<file path="src/rtl/pcpi_mul_pkg.sv">
// Shared decode constants, state/op enums and step width for the PCPI
// sequential multiplier. SEQ_MUL_2BIT_EN selects two multiplier bits per cycle.
package pcpi_mul_pkg;
    localparam logic [6:0] OPC_OP     = 7'b0110011;
    localparam logic [6:0] F7_MULDIV  = 7'b0000001;
    localparam logic [2:0] F3_MUL     = 3'b000;
    localparam logic [2:0] F3_MULH    = 3'b001;
    localparam logic [2:0] F3_MULHSU  = 3'b010;
    localparam logic [2:0] F3_MULHU   = 3'b011;

`ifdef SEQ_MUL_2BIT_EN
    localparam int STEP_BITS = 2;
`else
    localparam int STEP_BITS = 1;
`endif

    typedef enum logic [1:0] {IDLE, RUN, DONE} state_t;
    typedef enum logic [1:0] {OP_MUL, OP_MULH, OP_MULHSU, OP_MULHU} op_t;

    // funct3[1:0] maps directly onto the op enum ordering
    function automatic op_t f3_to_op(input logic [1:0] f3);
        return op_t'(f3);
    endfunction
endpackage

</file>
<file path="src/rtl/seq_mul_dp.sv">
// Shift-add datapath: multiplier, multiplicand and accumulator registers.
// SEQ_MUL_2BIT_EN retires two multiplier bits per step.
module seq_mul_dp
    import pcpi_mul_pkg::*;
#(
    parameter int XLEN = 32
) (
    input  logic              clk,
    input  logic              resetn,
    input  logic              load,
    input  logic              step,
    input  logic              sext_a,
    input  logic              sext_b,
    input  logic [XLEN-1:0]   a,
    input  logic [XLEN-1:0]   b,
    output logic [2*XLEN-1:0] acc
);
    logic [2*XLEN-1:0] mcand;
    logic [2*XLEN-1:0] mplier;
    logic [2*XLEN-1:0] addend;

    // partial product for the multiplier bit(s) currently at the bottom
    always_comb begin
        addend = '0;
`ifdef SEQ_MUL_2BIT_EN
        addend = (mplier[0] ? mcand : '0) + (mplier[1] ? {mcand[2*XLEN-2:0], 1'b0} : '0);
`else
        addend = mplier[0] ? mcand : '0;
`endif
    end

    // load extended operands, then accumulate and shift each step;
    // the multiplier shifts right so its low bit(s) track multiplier[ctr]
    always_ff @(posedge clk or negedge resetn) begin
        if (!resetn) begin
            mcand  <= '0;
            mplier <= '0;
            acc    <= '0;
        end else if (load) begin
            mcand  <= {{XLEN{sext_a & a[XLEN-1]}}, a};
            mplier <= {{XLEN{sext_b & b[XLEN-1]}}, b};
            acc    <= '0;
        end else if (step) begin
            acc    <= acc + addend;
            mcand  <= mcand << STEP_BITS;
            mplier <= mplier >> STEP_BITS;
        end
    end
endmodule

</file>
<file path="src/rtl/pcpi_seq_mul.sv">
// PCPI front-end for the sequential shift-add multiplier: decodes RV32M
// MUL/MULH/MULHSU/MULHU, sequences seq_mul_dp, returns the selected half.
// SEQ_MUL_2BIT_EN halves the RUN length (two bits per cycle).
module pcpi_seq_mul
    import pcpi_mul_pkg::*;
#(
    parameter int XLEN  = 32,
    parameter int CTR_W = $clog2(2*XLEN)+1
) (
    input  logic            clk,
    input  logic            resetn,
    input  logic            pcpi_valid,
    input  logic [31:0]     pcpi_insn,
    input  logic [XLEN-1:0] pcpi_rs1,
    input  logic [XLEN-1:0] pcpi_rs2,
    output logic            pcpi_wr,
    output logic [XLEN-1:0] pcpi_rd,
    output logic            pcpi_wait,
    output logic            pcpi_ready
);
    state_t            state, next_state;
    op_t               dec_op, op_q;
    logic [CTR_W-1:0]  ctr;
    logic [2*XLEN-1:0] acc;
    logic              hit, last, load, step, sext_a, sext_b;
    logic              unused_insn_bits;

    assign unused_insn_bits = ^{pcpi_insn[24:15], pcpi_insn[11:7]};

    assign hit    = (pcpi_insn[6:0] == OPC_OP) && (pcpi_insn[31:25] == F7_MULDIV) && !pcpi_insn[14];
    assign dec_op = f3_to_op(pcpi_insn[13:12]);
    assign last   = (ctr == CTR_W'(2*XLEN - STEP_BITS));
    assign load   = (state == IDLE) && pcpi_valid && hit;
    assign step   = (state == RUN) && pcpi_valid;
    assign sext_a = (dec_op != OP_MULHU);
    assign sext_b = (dec_op == OP_MUL) || (dec_op == OP_MULH);

    // next state: accept a decoded op, abort on dropped valid, one-cycle DONE
    always_comb begin
        next_state = state;
        case (state)
            IDLE:    if (pcpi_valid && hit) next_state = RUN;
            RUN:     if (!pcpi_valid) next_state = IDLE;
                     else if (last)   next_state = DONE;
            DONE:    next_state = IDLE;
            default: next_state = IDLE;
        endcase
    end

    // state register
    always_ff @(posedge clk or negedge resetn) begin
        if (!resetn) state <= IDLE;
        else         state <= next_state;
    end

    // iteration counter and latched op
    always_ff @(posedge clk or negedge resetn) begin
        if (!resetn) begin
            ctr  <= '0;
            op_q <= OP_MUL;
        end else if (load) begin
            ctr  <= '0;
            op_q <= dec_op;
        end else if (step) begin
            ctr  <= ctr + CTR_W'(STEP_BITS);
        end
    end

    // registered handshake outputs; rd only updates when a result retires
    always_ff @(posedge clk or negedge resetn) begin
        if (!resetn) begin
            pcpi_wait  <= 1'b0;
            pcpi_ready <= 1'b0;
            pcpi_wr    <= 1'b0;
            pcpi_rd    <= '0;
        end else begin
            pcpi_wait  <= (next_state == RUN);
            pcpi_ready <= (state == DONE);
            pcpi_wr    <= (state == DONE);
            if (state == DONE)
                pcpi_rd <= (op_q == OP_MUL) ? acc[XLEN-1:0] : acc[2*XLEN-1:XLEN];
        end
    end

    seq_mul_dp #(.XLEN(XLEN)) u_dp (
        .clk    (clk),
        .resetn (resetn),
        .load   (load),
        .step   (step),
        .sext_a (sext_a),
        .sext_b (sext_b),
        .a      (pcpi_rs1),
        .b      (pcpi_rs2),
        .acc    (acc)
    );
endmodule

</file>
<file path="config.mk">
export PLATFORM = sky130hd
export DESIGN_NAME = pcpi_seq_mul
export DESIGN_NICKNAME = d
export VERILOG_FILES = /design/src/rtl/pcpi_mul_pkg.sv /design/src/rtl/seq_mul_dp.sv /design/src/rtl/pcpi_seq_mul.sv
export SDC_FILE = /design/constraint.sdc
export NUM_CORES = 1
export LEC_CHECK = 0
export CAP_MARGIN = 20
export CORE_MARGIN = 2
export CORE_UTILIZATION = 29
export CTS_BUF_LIST = sky130_fd_sc_hd__clkbuf_4
export CTS_CLUSTER_SIZE = 8
export DETAILED_ROUTE_END_ITERATION = 10
export PLACE_DENSITY = 0.52
export SYNTH_ARGS = -nofsm -noshare
export SYNTH_HDL_FRONTEND = slang
export SYNTH_SLANG_ARGS = --single-unit
</file>
<file path="constraint.sdc">
create_clock -name clk -period 11.5 [get_ports clk]
set_input_delay 1.15 -clock clk [delete_from_list [all_inputs] [get_ports clk]]
set_output_delay 1.15 -clock clk [all_outputs]
set_load 0.005 [all_outputs]
</file>
==> results.json, run 1 <==
{
  "status": "completed",
  "htreeDepth": 3,
  "placed_area_sq_um": 15100,
  "post-cts-setup-buffers": 0,
  "ys_seq_area_share_pct": 44.32,
  "synth_top_area_cell": "dfrtp_1",
  "root_buffer": "clkbuf_4",
  "end_kind": "flip-flop",
  "place.gp.congestion": 0.8869,
  "core-area_sq_um": 45480,
  "routed_wl_microns": 38300,
  "fp.dieW_microns": 218.8,
  "power.internal_mw": 1.315,
  "die_area_sq_um": 47870,
  "drt-initial-drc-count": 693,
  "cts_tree": "built",
  "numPortBuffers": 118,
  "fin_area_sq_um": 15910,
  "fillCellCount": 4865,
  "wl_per_cell_microns": 16.63,
  "place_inst": 2185,
  "cts.clk_slew.worst_paths_ps": 70,
  "synth-edff-count": 0,
  "setup.worst_path.start_class": "flip-flop",
  "p_comb_share_pct": 7.7,
  "finalSetupTns_ps": 0,
  "vdd_drop_max_mv": 0.04687,
  "synthTopCellsByArea": "dfrtp_1, nand2_1, o21ai_0",
  "antenna_found_initial": 1,
  "skew_ps": 34.18,
  "clock_latency_ps": 760,
  "overflow": 0,
  "crit_slowest_cell": "dfrtp_1",
  "drtAntennaViolNets": 0,
  "die_h_microns": 218.8,
  "syn_avg_cell_area_sq_um": 8.621,
  "cts-resized-gates": 0,
  "cp_num_buf_inv": 1,
  "grt_use_total_pct": 16.27,
  "swShare_pct": 26.64,
  "finalCritPeriodShare_pct": 39.08,
  "cellPowerDensity_nw_per_um2": 112.6,
  "firstDrtPassIters": 5,
  "drv_slew": 0,
  "critPathMaxStageDelay_ps": 730,
  "min_path_type": "input port to async pin",
  "final_common_cell": "nand2_1",
  "hpwlAfterDp_microns": 25650,
  "netlist_area_sq_um": 13380,
  "setup_slack_ps": 7006,
  "leakage_nw": 7.553,
  "grt_pass1_wl_microns": 61870,
  "final.min_clock_period_ps": 4494,
  "max_slew_margin_pct": 27.51,
  "layout.nets": 1823,
  "pin_count": 134,
  "drc": 0,
  "grt_max_degree": 98,
  "layout_common_cells": "nand2_1, dfrtp_1, o21ai_0",
  "utilization_pct": 34.99,
  "worstSetupPathType": "flip-flop to flip-flop",
  "ys_warn_count": 0,
  "switchingPower_mw": 0.4773,
  "cpLargestDelayFamily": "compound AO/OA/AOI/OAI gates",
  "synthCells": 1552,
  "clockBufferDepth": 3,
  "final_layout_size_suffix_gt1_share_pct": 7.995,
  "worst_slew_pin_slew_ps": 1087,
  "num_vias": 11510,
  "pwr-share-clk_pct": 42.9,
  "seqPwrFrac_pct": 49.5,
  "cts_hold_buffers": 0,
  "row_count": 78,
  "setup_violations": 0,
  "crit_chain": "buf_4 -> and2_1 -> ha_1 -> a21oi_1 -> o211ai_1 -> a211oi_1 -> o211ai_1 -> nand4_1 -> a31oi_1 -> a211oi_1 -> o21ai_0 -> a31oi_1 -> xor2_1 -> o21ai_0",
  "clkSinkCount": 237,
  "fin_cells": 2303,
  "synth_nets": 1716,
  "drv_cap": 0,
  "crit_fanout": 44,
  "finalHoldViolations": 0,
  "ys_seq_elements": 237,
  "viasPerCell": 4.996,
  "first_global_vias": 11520,
  "rsz0062_at_grt": "false",
  "max_clock_freq_mhz": 222.5,
  "synth-async-reset-ratio_pct": 100.0,
  "cts_made_buffers": 72,
  "cp.required_ps": 12100,
  "ys.flop_type": "dfrtp_1",
  "critPathArrivalTime_ps": 5100,
  "ys_types": 67,
  "synthToLayoutAreaGrowth_pct": 18.92,
  "place_ws_ps": 6931,
  "synth_top_area_share_pct": 44.32,
  "initial_core_util_pct": 29.42
}
[flip-flops by register name (all words and copies together) (netlist names)]
register and flops:
u_dp.mplier 64, u_dp.mcand 64, ctr 7, pcpi_ready 1, pcpi_rd 32, pcpi_wait 1, op_q 2, u_dp.acc 64
state 2
[synthesized netlist by cell type, types with 8 or more instances]
master	n
nand2_1	301
dfrtp_1	237
o21ai_0	162
a21oi_1	140
nor2_1	106
clkbuf_1	92
and2_1	65
ha_1	64
a22oi_1	62
nand3_1	47
xor2_1	35
mux2i_1	32
xnor2_1	29
a21o_1	17
inv_1	16
nand4_1	14
a31oi_1	11
nor2b_1	10
nor3_1	10
o211ai_1	8
[layer usage]
| metal | vias up | GRT usage, % | share of wire, % |
|---|---|---|---|
| met5 | - | 0 | 0 |
| met4 | 0 | 7.275 | 3.1 |
| met3 | 70 | 3.659 | 5.2 |
| met2 | 245 | 25.33 | 46 |
| met1 | 5509 | 21.57 | 46 |
| li1 | 5682 | - | - |
[logic make-up (layout without fill, tap and decap cells)]
kind of cell | Yosys count | after routing | share of synthesized area, %
mux | 32 | 32 | 2.394
simple gates | 588 | 588 | 19.53
xor+xnor | 64 | 64 | 4.189
other cells | 0 | 2 | 0
buf+inv | 115 | 264 | 3.301
fa+ha+maj | 65 | 65 | 6.134
compound gates | 451 | 451 | 20.12
flops | 237 | 237 | 44.32
[metrics by stage]
step           hold slack [ps]  total power [mW]
6_report                 388.2             1.792
3_3_place_gp             454.6             1.039
4_1_cts                  354.1             1.836
5_1_grt                  403.8             1.895
2_1_floorplan            439.1            0.9566
3_5_place_dp             463.6             1.042
[worst paths after layout]
check / start / end / slack [ps] / depth (start not counted)
max: u_dp.mplier[0] / u_dp.acc[56] / 7010 / 14
min: resetn / u_dp.mplier[54] / 390 / 1
max reg2reg: u_dp.mplier[0] / u_dp.acc[56] / 7010 / 14
min reg2reg: pcpi_rd[12] / pcpi_rd[12] / 480 / 2
max in group asynchronous: resetn / u_dp.acc[5] / 8690 / 3
min in group clk: pcpi_rd[12] / pcpi_rd[12] / 480 / 2
[power by group through the flow]
stage	combinational, mW	clock [mW]	sequential, mW
3_3_place_gp	0.137	0	0.901
2_1_floorplan	0.0639	0	0.893
5_1_grt	0.156	0.849	0.890
4_1_cts	0.140	0.809	0.887
6_report	0.137	0.768	0.887
3_5_place_dp	0.139	0	0.902
[area by class of cell]
cell class              count  area (sq um)  area share, %
clock inverters            19         73.82         0.4639
well taps                 600         750.7          4.718
multi-input cells        1200          7052          44.32
clock buffers              97         728.2          4.577
repair buffers            132          1311          8.241
flip-flops and latches    237          5931          37.27
inverters                  16         60.06         0.3774
diodes                      2         5.005        0.03145
(Power assumes the default switching activity.)
==> run 2, diff against run 1 <==
--- a/config.mk
+++ b/config.mk
@@ -11,7 +11,7 @@
 export CTS_BUF_LIST = sky130_fd_sc_hd__clkbuf_4
 export CTS_CLUSTER_SIZE = 8
 export DETAILED_ROUTE_END_ITERATION = 10
-export PLACE_DENSITY = 0.52
+export PLACE_DENSITY = 0.54
 export SYNTH_ARGS = -nofsm -noshare
 export SYNTH_HDL_FRONTEND = slang
 export SYNTH_SLANG_ARGS = --single-unit
==> constraint.sdc (replaced) <==
create_clock -name clk -period 3.9 [get_ports clk]
set_input_delay 0.39 -clock clk [delete_from_list [all_inputs] [get_ports clk]]
set_output_delay 0.39 -clock clk [all_outputs]
set_load 0.005 [all_outputs]
==> run 2 against run 1 <==
- the flow now finishes with violations (negative setup slack)
- combinational power rose to 3.2 times the previous value
- register-to-register slack worse by 7000 ps
- critical endpoint is now u_dp.acc[63]
- worst hold slack worse by 150 ps
- cell count is 3.0% higher
- fmax is 15% higher
- critical path type unchanged
- sequential power increased to 3.0 times the previous value
- cell area up 5.4%
- die area stayed put
==> results.json, run 2 (synthesis gave the netlist of run 1 again) <==
{
  "status": "complete, but fails checks",
  "failed_checks": "negative setup slack",
  "setup_violations": 1,
  "finalCritPeriodShare_pct": 100.2,
  "drc": 0,
  "worst_slew_pin_slew_ps": 1044,
  "cpLargestDelayFamily": "compound AO/OA/AOI/OAI gates",
  "clockBufferDepth": 3,
  "drv_cap": 0,
  "grt_use_total_pct": 16.27,
  "vdd_drop_max_mv": 0.1614,
  "finalPower_mw": 5.445,
  "drv_slew": 0,
  "routed_wl_microns": 38990,
  "cellPowerDensity_nw_per_um2": 324.7,
  "cts_tree": "built",
  "hpwlAfterDp_microns": 26660,
  "min_path_type": "input port to flip-flop",
  "layout.nets": 1889,
  "leakage_nw": 7.952,
  "clkSinkCount": 237,
  "final.min_clock_period_ps": 3909,
  "whs_ps": 241.3,
  "max_clock_freq_mhz": 255.8,
  "worstSetupPathType": "flip-flop to flip-flop",
  "final_common_cell": "nand2_1",
  "drtAntennaViolNets": 0,
  "end_kind": "flip-flop",
  "htreeDepth": 3,
  "place.gp.congestion": 0.9021,
  "root_buffer": "clkbuf_4",
  "die_h_microns": 218.8,
  "num_vias": 11780,
  "multi_input_area_sq_um": 7278,
  "rsz0062_at_grt": "true",
  "cp_num_buf_inv": 1,
  "grt_pass1_wl_microns": 62590,
  "overflow": 0,
  "setup.worst_path.start_class": "flip-flop",
  "row_count": 78,
  "finalHoldViolations": 0,
  "cp.required_ps": 4520,
  "skew_ps": 64.14,
  "fillCellCount": 4755,
  "layout_common_cells": "nand2_1, dfrtp_1, o21ai_0",
  "core-area_sq_um": 45480,
  "crit_fanout": 6,
  "regArea_sq_um": 5932,
  "clock_latency_ps": 750,
  "crit_slowest_cell": "dfrtp_2",
  "initial_core_util_pct": 29.42,
  "numPortBuffers": 118,
  "grt_max_degree": 126,
  "cts.clk_slew.worst_paths_ps": 70,
  "top_regs": "u_dp.acc x64, u_dp.mcand x64, u_dp.mplier x64",
  "final_layout_size_suffix_gt1_share_pct": 13.90,
  "pin_count": 134,
  "setup_slack_ps": -8.797,
  "utilization_pct": 36.87,
  "firstDrtPassIters": 5,
  "max_slew_margin_pct": 30.27,
  "critPathMaxStageDelay_ps": 490,
  "antenna_found_initial": 2,
  "wl_per_cell_microns": 16.44,
  "synthToLayoutAreaGrowth_pct": 25.33,
  "drt-initial-drc-count": 942,
  "critPathArrivalTime_ps": 4530,
  "crit_chain": "buf_12 -> and2_4 -> ha_4 -> nand2_4 -> or3_4 -> a2111oi_4 -> nor3b_2 -> o41a_1 -> o41ai_4 -> a221oi_2 -> o21ai_2 -> a21oi_1 -> or4_1 -> o311ai_1",
  "cts_made_buffers": 73,
  "first_global_vias": 11820,
  "die_area_sq_um": 47870,
  "viasPerCell": 4.967,
  "fp.dieW_microns": 218.8
}
-- run 2: changes by cell type in the layout (fill, tap and decap cells not counted), sizes merged --
cell,change
clkbuf,+12
dlygate4sd3,+1
clkinv,-7
clkinvlp,+3
buf,+62
inv,-2
-- run 2: through the flow --
step	TNS, ps	instance area, sq um	worst slack [ps]	instances
global route	-371.2	16770	-140.1	2371
floorplan	0	13380	181.9	1552
detailed placement	0	15530	45.29	2238
finish	-8.797	16770	-8.797	2372
CTS	0	16420	10.44	2359
global placement	0	15530	84.90	2238
-- run 2: tightest hold or removal path, delay by kind of cell --
| kind | cells | cell delay, ps |
|---|---|---|
| AO/OA/AOI/OAI | 1 | 60 |
| buffers and inverters | 1 | 460 |
| AND/OR/NAND/NOR | 1 | 50 |
-- run 2: path summary, 6_finish.rpt --
path                                 startpoint         endpoint  slack (ps)  depth (start not counted)
worst min-delay path               pcpi_rs2[24]  u_dp.mplier[24]         240                          3
max in group asynchronous                resetn      pcpi_rd[12]        2530                          3
worst min register to register  u_dp.mplier[63]  u_dp.mplier[63]         470                          2
worst max-delay path             u_dp.mplier[0]     u_dp.acc[63]          -9                         14
worst max register to register   u_dp.mplier[0]     u_dp.acc[63]          -9                         14
min in group asynchronous                resetn      pcpi_rd[20]         380                          2
-- run 2: metal layers --
| metal | global-route usage (%) | wire [microns] | vias up |
|---|---|---|---|
| li1 | - | - | 5813 |
| met1 | 21.81 | 18270 | 5633 |
| met2 | 25.45 | 17710 | 265 |
| met3 | 3.313 | 1857 | 70 |
| met4 | 6.937 | 1149 | 0 |
| met5 | 0 | 0 | - |
-- run 2: timing repair --
action / CTS / global route
cloned: 0 / 2
pin swaps: 0 / 9
buffers inserted: 0 / 9
setup endpoints to repair: 1 / 14
endpoints found under the hold margin: 121 / 0
resized for setup: 1 / 45
hold buffers: 1 / 0
-- run 2: area by class of cell --
| cell class | count | area share, % |
|---|---|---|
| multi-input cells | 1200 | 43.40 |
| flip-flops and latches | 237 | 35.37 |
| repair buffers | 197 | 11.15 |
| clock buffers | 107 | 4.790 |
| well taps | 600 | 4.477 |
| clock inverters | 13 | 0.4178 |
| inverters | 16 | 0.3581 |
| diodes | 2 | 0.02984 |
-- run 2: report_power, final --
group	switching, mW	leakage, nW	internal (mW)
Clock	1.14	0.516	1.25
Combinational	0.219	4.38	0.220
Sequential	0.0758	3.06	2.54
Total	1.43	7.95	4.01
